File: src/rtl/div_seq_pkg.sv
// rtl/div_seq_pkg.sv - shared defines for the EX-stage divider
package div_seq_pkg;

    localparam int          RegDataWidth  = 32;
    localparam logic        RstEnable     = 1'b1;
    localparam logic        WriteEnable   = 1'b1;
    localparam logic [31:0] ZeroWord      = 32'h0000_0000;

    localparam int              DivStateWidth = 2;
    localparam logic [1:0]      DivIdle       = 2'b00;
    localparam logic [1:0]      DivRun        = 2'b01;
    localparam logic [1:0]      DivDone       = 2'b10;

    localparam int              DivCntWidth   = 5;

endpackage

File: src/rtl/div_step.sv
// rtl/div_step.sv - one combinational radix-2 restoring division step
module div_step #(
    parameter int WIDTH = 32
) (
    input  logic [WIDTH-1:0] rem,
    input  logic [WIDTH-1:0] quo,
    input  logic [WIDTH-1:0] divisor_mag,
    output logic [WIDTH-1:0] rem_next,
    output logic [WIDTH-1:0] quo_next
);

    logic [WIDTH:0] shifted;
    logic [WIDTH:0] trial;

    // Shift the next dividend bit into the remainder and try subtracting the divisor.
    // rem < divisor_mag on entry, so a failed trial leaves a value that fits in WIDTH bits.
    always_comb begin
        shifted = {rem, quo[WIDTH-1]};
        trial   = shifted - {1'b0, divisor_mag};
        if (!trial[WIDTH]) begin
            rem_next = trial[WIDTH-1:0];
            quo_next = {quo[WIDTH-2:0], 1'b1};
        end else begin
            rem_next = shifted[WIDTH-1:0];
            quo_next = {quo[WIDTH-2:0], 1'b0};
        end
    end

endmodule

File: src/rtl/div_seq.sv
// rtl/div_seq.sv - iterative signed/unsigned divider feeding HI/LO
module div_seq
    import div_seq_pkg::*;
#(
    parameter int WIDTH = RegDataWidth
) (
    input  logic             clk,
    input  logic             rst,
    input  logic             start,
    input  logic             signed_div,
    input  logic [WIDTH-1:0] dividend,
    input  logic [WIDTH-1:0] divisor,
    input  logic             annul,
    output logic             stall_req,
    output logic             done,
    output logic             we_hilo,
    output logic [WIDTH-1:0] hi_out,
    output logic [WIDTH-1:0] lo_out
);

    logic [DivStateWidth-1:0] state;
    logic [DivCntWidth-1:0]   cnt;
    logic [WIDTH-1:0]         rem;
    logic [WIDTH-1:0]         quo;
    logic [WIDTH-1:0]         divisor_mag;
    logic                     neg_q;
    logic                     neg_r;

    logic [WIDTH-1:0]         step_rem;
    logic [WIDTH-1:0]         step_quo;
    logic [WIDTH-1:0]         dividend_abs;
    logic [WIDTH-1:0]         divisor_abs;
    logic                     last_step;

    div_step #(.WIDTH(WIDTH)) u_step (
        .rem         (rem),
        .quo         (quo),
        .divisor_mag (divisor_mag),
        .rem_next    (step_rem),
        .quo_next    (step_quo)
    );

    // Operand magnitudes for DIV; DIVU uses the raw values.
    always_comb begin
        dividend_abs = (signed_div && dividend[WIDTH-1]) ? -dividend : dividend;
        divisor_abs  = (signed_div && divisor[WIDTH-1])  ? -divisor  : divisor;
        last_step    = (cnt == DivCntWidth'(WIDTH - 1));
    end

    assign we_hilo = done;

    // Control FSM, iteration datapath and registered result/strobe outputs.
    always_ff @(posedge clk) begin
        if (rst == RstEnable) begin
            state       <= DivIdle;
            cnt         <= '0;
            rem         <= '0;
            quo         <= '0;
            divisor_mag <= '0;
            neg_q       <= 1'b0;
            neg_r       <= 1'b0;
            stall_req   <= 1'b0;
            done        <= 1'b0;
            hi_out      <= '0;
            lo_out      <= '0;
        end else begin
            case (state)
                DivIdle: begin
                    done <= 1'b0;
                    if (start && !annul) begin
                        if (divisor == '0) begin
                            // Divide-by-zero bypasses the iteration entirely.
                            state  <= DivDone;
                            done   <= 1'b1;
                            lo_out <= '1;
                            hi_out <= dividend;
                        end else begin
                            state       <= DivRun;
                            stall_req   <= 1'b1;
                            cnt         <= '0;
                            rem         <= '0;
                            quo         <= dividend_abs;
                            divisor_mag <= divisor_abs;
                            neg_q       <= signed_div & (dividend[WIDTH-1] ^ divisor[WIDTH-1]);
                            neg_r       <= signed_div & dividend[WIDTH-1];
                        end
                    end
                end
                DivRun: begin
                    if (annul) begin
                        state     <= DivIdle;
                        stall_req <= 1'b0;
                    end else begin
                        rem <= step_rem;
                        quo <= step_quo;
                        cnt <= cnt + 1'b1;
                        if (last_step) begin
                            state     <= DivDone;
                            stall_req <= 1'b0;
                            done      <= 1'b1;
                            lo_out    <= neg_q ? -step_quo : step_quo;
                            hi_out    <= neg_r ? -step_rem : step_rem;
                        end
                    end
                end
                DivDone: begin
                    state <= DivIdle;
                    done  <= 1'b0;
                end
                default: begin
                    state     <= DivIdle;
                    stall_req <= 1'b0;
                    done      <= 1'b0;
                end
            endcase
        end
    end

endmodule

File: config.mk
export PLATFORM = sky130hd
export DESIGN_NAME = div_seq
export DESIGN_NICKNAME = d
export VERILOG_FILES = /design/src/rtl/div_seq_pkg.sv /design/src/rtl/div_step.sv /design/src/rtl/div_seq.sv
export SDC_FILE = /design/constraint.sdc
export NUM_CORES = 1
export LEC_CHECK = 0
export ABC_CLOCK_PERIOD_IN_PS = 5030
export BUFFER_PORTS_ARGS = -buffer_cell sky130_fd_sc_hd__buf_2
export CORE_MARGIN = 1
export CORE_UTILIZATION = 39
export DETAILED_ROUTE_END_ITERATION = 8
export PLACE_DENSITY_LB_ADDON = 0.3
export SYNTH_ARGS = -nofsm -noshare
export SYNTH_HDL_FRONTEND = slang
export SYNTH_SLANG_ARGS = --single-unit
File: constraint.sdc
create_clock -name clk -period 5.03 [get_ports clk]
set_clock_uncertainty 0.05 [all_clocks]
set_input_delay 1.006 -clock clk [delete_from_list [all_inputs] [get_ports clk]]
set_output_delay 1.006 -clock clk [all_outputs]
set_load 0.005 [all_outputs]
==> results by stage <==
Timing:
- The post-route clock period utilization is 94.63%.
- The number of setup violations in the final report is 0.
- The number of max-slew violations in the final report was 0.
- The worst path setup slack after routing is 0.2702 ns.
- The final period demand of the worst path is 4.760 ns.
- The fmax is 0.2101 GHz.
- Hold is met by 0.4032 ns.
- The relative slew slack is 22.93%.
- The sum of negative setup slack is 0 ns.
- For the pin with the worst max-slew slack, the measured transition is 1.155 ns.
- The final count of hold timing violations is 0.

Placement:
- The number of buffers inserted by port buffering is 135.
- The final weighted congestion in routability-driven placement is 0.9208.
- The placed wire-length estimate is 26630 um.
- The area of placed instances is 0.01314 mm^2.
- The pre-CTS worst setup slack is -0.008588 ns.
- The cell total after placement is 2074.

Layout:
- The commonest non-fill, non-tap cell in the layout is sky130_fd_sc_hd__nor2_1.
- The count of non-filler cells in the finished layout is 2110.
- The design area is 0.01384 mm^2.
- The filler cells instantiated in the layout total 2996.
- In the final design database the tool counted 1815 nets.
- The final cell utilization of the core is 46.56%.
- The proportion of layout cells with a drive suffix above 1 is 16.16%.
- The number of antenna diodes in the final layout is 0.
- The area overhead of the layout relative to synthesis is 17.06%.
- Leaving out fill and tap cells, the most frequent cells in the layout are sky130_fd_sc_hd__nor2_1, sky130_fd_sc_hd__dfxtp_1, sky130_fd_sc_hd__a21oi_1.

Logic synthesis:
- The total standard cell area after synthesis is 0.01182 mm^2.
- The net count after synthesis is 1701.
- After technology mapping, the gate count stands at 1593.
- Of the synthesized area, sequential elements account for 28.96%.
- The number of flops mapped to enable cells by yosys is 0.
- The number of warnings reported in the yosys synthesis log is 0.
- Counting flops with an async set or reset pin after synthesis yields a share of 0%.
- The number of different library cells used by synthesis comes to 78.
- Counting flops and latches in the post-synthesis netlist gives 171.
- The average cell area after synthesis is 7.420 um^2.
- The leading register cell type out of synthesis is sky130_fd_sc_hd__dfxtp_1.

Critical path:
- The category of the worst setup path capture point is a flop.
- The critical-path maximum fanout is 4.
- The worst setup path is launched from a flop.
- The critical path class is flop to flop.
- The critical path arrival is 5.08 ns.
- The required arrival time at the worst endpoint is 5.35 ns.

Drt:
- The number of antenna-violating nets in the routed design is 0.
- For this run, the detailed router's first-pass iteration total came to 5.
- The wire length after detailed routing is 35230 um.
- The number of design rule violations left after detail routing is 0.
- Detailed routing inserted a total of 11750 vias.
- The number of design-rule violations left by the first detailed-router iteration is 998.
- The routed length per instance is 16.70 um.
- The average vias per placed instance is 5.568.

Global routing:
- The first-pass GRT wire length is 56570 um.
- The largest net degree at the start of global routing is 95.
- The via count of the first global-routing pass is 10810.
- In the global route stage, overall resource usage came out at 22.58%.
- The residual overflow from global routing is 0.
- The initial antenna violation count was 0.

Clock network:
- The buffer depth of the longest clock path is 2.
- After clock tree synthesis, the clock-pin slew on the worst setup and hold paths is 0.07 ns.
- In this run, CTS created clock tree buffers numbering 17.
- The clock net in this run drives a total of 171 sinks.
- For the worst-skew pair, the clock arrives at the later sink with an insertion delay of 0.44 ns.
- The TritonCTS clock tree is built.
- The CTS H-tree depth is 4.
- The cts-stage hold buffer count is 0.
- The cell sitting at the root of the clock tree is a sky130_fd_sc_hd__clkbuf_16.

Pwr:
- The power consumption is 3.470 mW.
- In this run the power density over the cells is 250.8 mW/mm^2.
- The static power due to leakage is 5.647 nW.
- VDD sags by at most 0.2338 mV.

Outcome:
- The run finished with clean final reports.

Floorplanning:
- The die is 176.1 um tall.
- The total area inside the core boundary comes to 0.02972 mm^2.
- The number of placement rows is 63.
- The die is 176.1 um wide.
- The number of top-level pins is 136.
- The die covers 0.03101 mm^2.
- The starting density of the core is 39.78%.

Min path:
- The min-delay analysis places its worst path in the category flop to flop.

Run:
- The number of maximum-capacitance constraint violations is 0.
## metal layers
metal	global-route usage [%]	wire length [um]
met2	35.83	15420
met1	32.02	17370
met4	5.326	446
met3	3.230	1996
met5	0	0
## kinds of logic (layout without fill, tap and decap cells)
| kind of cell | count (synthesis) | after routing | share of synthesized area [%] |
|---|---|---|---|
| multiplexers | 21 | 21 | 1.789 |
| flip-flops | 171 | 171 | 28.96 |
| XOR/XNOR | 139 | 139 | 10.30 |
| AND/OR/NAND/NOR | 566 | 566 | 22.28 |
| adder cells (fa/ha/maj) | 39 | 39 | 4.192 |
| AO/OA/AOI/OAI | 498 | 498 | 27.09 |
| buffers and inverters | 159 | 286 | 5.388 |
## critical path: stages (launching register included)
cell and delay, ns:
sky130_fd_sc_hd__dfxtp_1 0.38, sky130_fd_sc_hd__ha_4 0.16, sky130_fd_sc_hd__inv_2 0.04, sky130_fd_sc_hd__fa_2 0.36, sky130_fd_sc_hd__a211oi_2 0.26, sky130_fd_sc_hd__o21ai_2 0.10, sky130_fd_sc_hd__o2111ai_2 0.26, sky130_fd_sc_hd__a211o_1 0.20
sky130_fd_sc_hd__a21oi_2 0.08, sky130_fd_sc_hd__nor2_4 0.18, sky130_fd_sc_hd__mux2i_2 0.26, sky130_fd_sc_hd__ha_2 0.23, sky130_fd_sc_hd__inv_2 0.05, sky130_fd_sc_hd__or4bb_4 0.53, sky130_fd_sc_hd__nor4b_4 0.31, sky130_fd_sc_hd__nand4b_1 0.18
sky130_fd_sc_hd__a221oi_2 0.37, sky130_fd_sc_hd__nand4_1 0.20, sky130_fd_sc_hd__o311ai_1 0.27, sky130_fd_sc_hd__o21ai_1 0.10, sky130_fd_sc_hd__o21ai_1 0.12
## synth_stat cells, drive strengths merged, types with 4 or more instances
master / number / area share, %
nor2: 237 / 7.6
dfxtp: 171 / 29
a21oi: 156 / 6.6
nand2: 137 / 4.4
o21ai: 103 / 4.4
xor2: 75 / 5.6
clkbuf: 74 / 2.3
a211oi: 66 / 4.2
xnor2: 64 / 4.7
inv: 54 / 1.7
ha: 38 / 4.0
nor3: 37 / 1.6
buf: 30 / 1.3
a311oi: 27 / 2.0
nand3: 26 / 1.1
o31ai: 21 / 1.4
mux2i: 20 / 1.7
a22oi: 19 / 1.2
a21o: 18 / 1.1
a31oi: 18 / 0.95
and2: 17 / 0.90
nor4: 16 / 0.85
o41ai: 14 / 1.2
or3: 14 / 0.78
and3: 13 / 0.69
or4: 11 / 0.70
nand3b: 10 / 0.64
nand2b: 8 / 0.42
a221oi: 7 / 0.52
nor2b: 7 / 0.37
o211ai: 7 / 0.44
or2: 7 / 0.39
nand4: 6 / 0.32
a211o: 5 / 0.37
a41oi: 5 / 0.37
and4: 4 / 0.30
o21a: 4 / 0.25
o21bai: 4 / 0.25
## layout make-up
cell class                 instances  area (um^2)  share of cell area, %
multi-input combinational       1263         7918                  57.22
clock inverter                    15        151.4                  1.094
inverter                          55        206.4                  1.492
sequential                       171         3427                  24.77
clock buffer                      17        425.4                  3.074
timing repair buffer             199         1221                  8.825
tap                              390        488.0                  3.527
## what timing repair did
| action | CTS | global route |
|---|---|---|
| endpoints found under the hold margin | 0 | 0 |
| gates resized for setup | 1 | 24 |
| endpoints found under the setup margin | 1 | 8 |
| pin swaps | 0 | 17 |
| setup buffers | 0 | 4 |
## path summary, 6_finish.rpt
check,from,to,slack [ns],cells past startpoint
max reg2reg,divisor_mag[0],hi_out[28],0.27,20
min reg2reg,divisor_mag[18],divisor_mag[18],0.40,2
min,divisor_mag[18],divisor_mag[18],0.40,2
max,divisor_mag[0],hi_out[28],0.27,20
## registers in the layout (all words and copies together), names as in the netlist
name	flops
state	2
quo	32
neg_q	1
neg_r	1
stall_req	1
hi_out	32
done	1
rem	32
lo_out	32
divisor_mag	32
cnt	5
## power breakdown
part	internal [mW]	switching, mW	total (mW)	leakage, nW
Clock	0.662	0.662	1.32	0.282
Sequential	1.39	0.0351	1.42	1.39
Combinational	0.275	0.446	0.721	3.98
Total	2.33	1.14	3.47	5.65
Note: power is estimated with default switching activity, not from simulation.
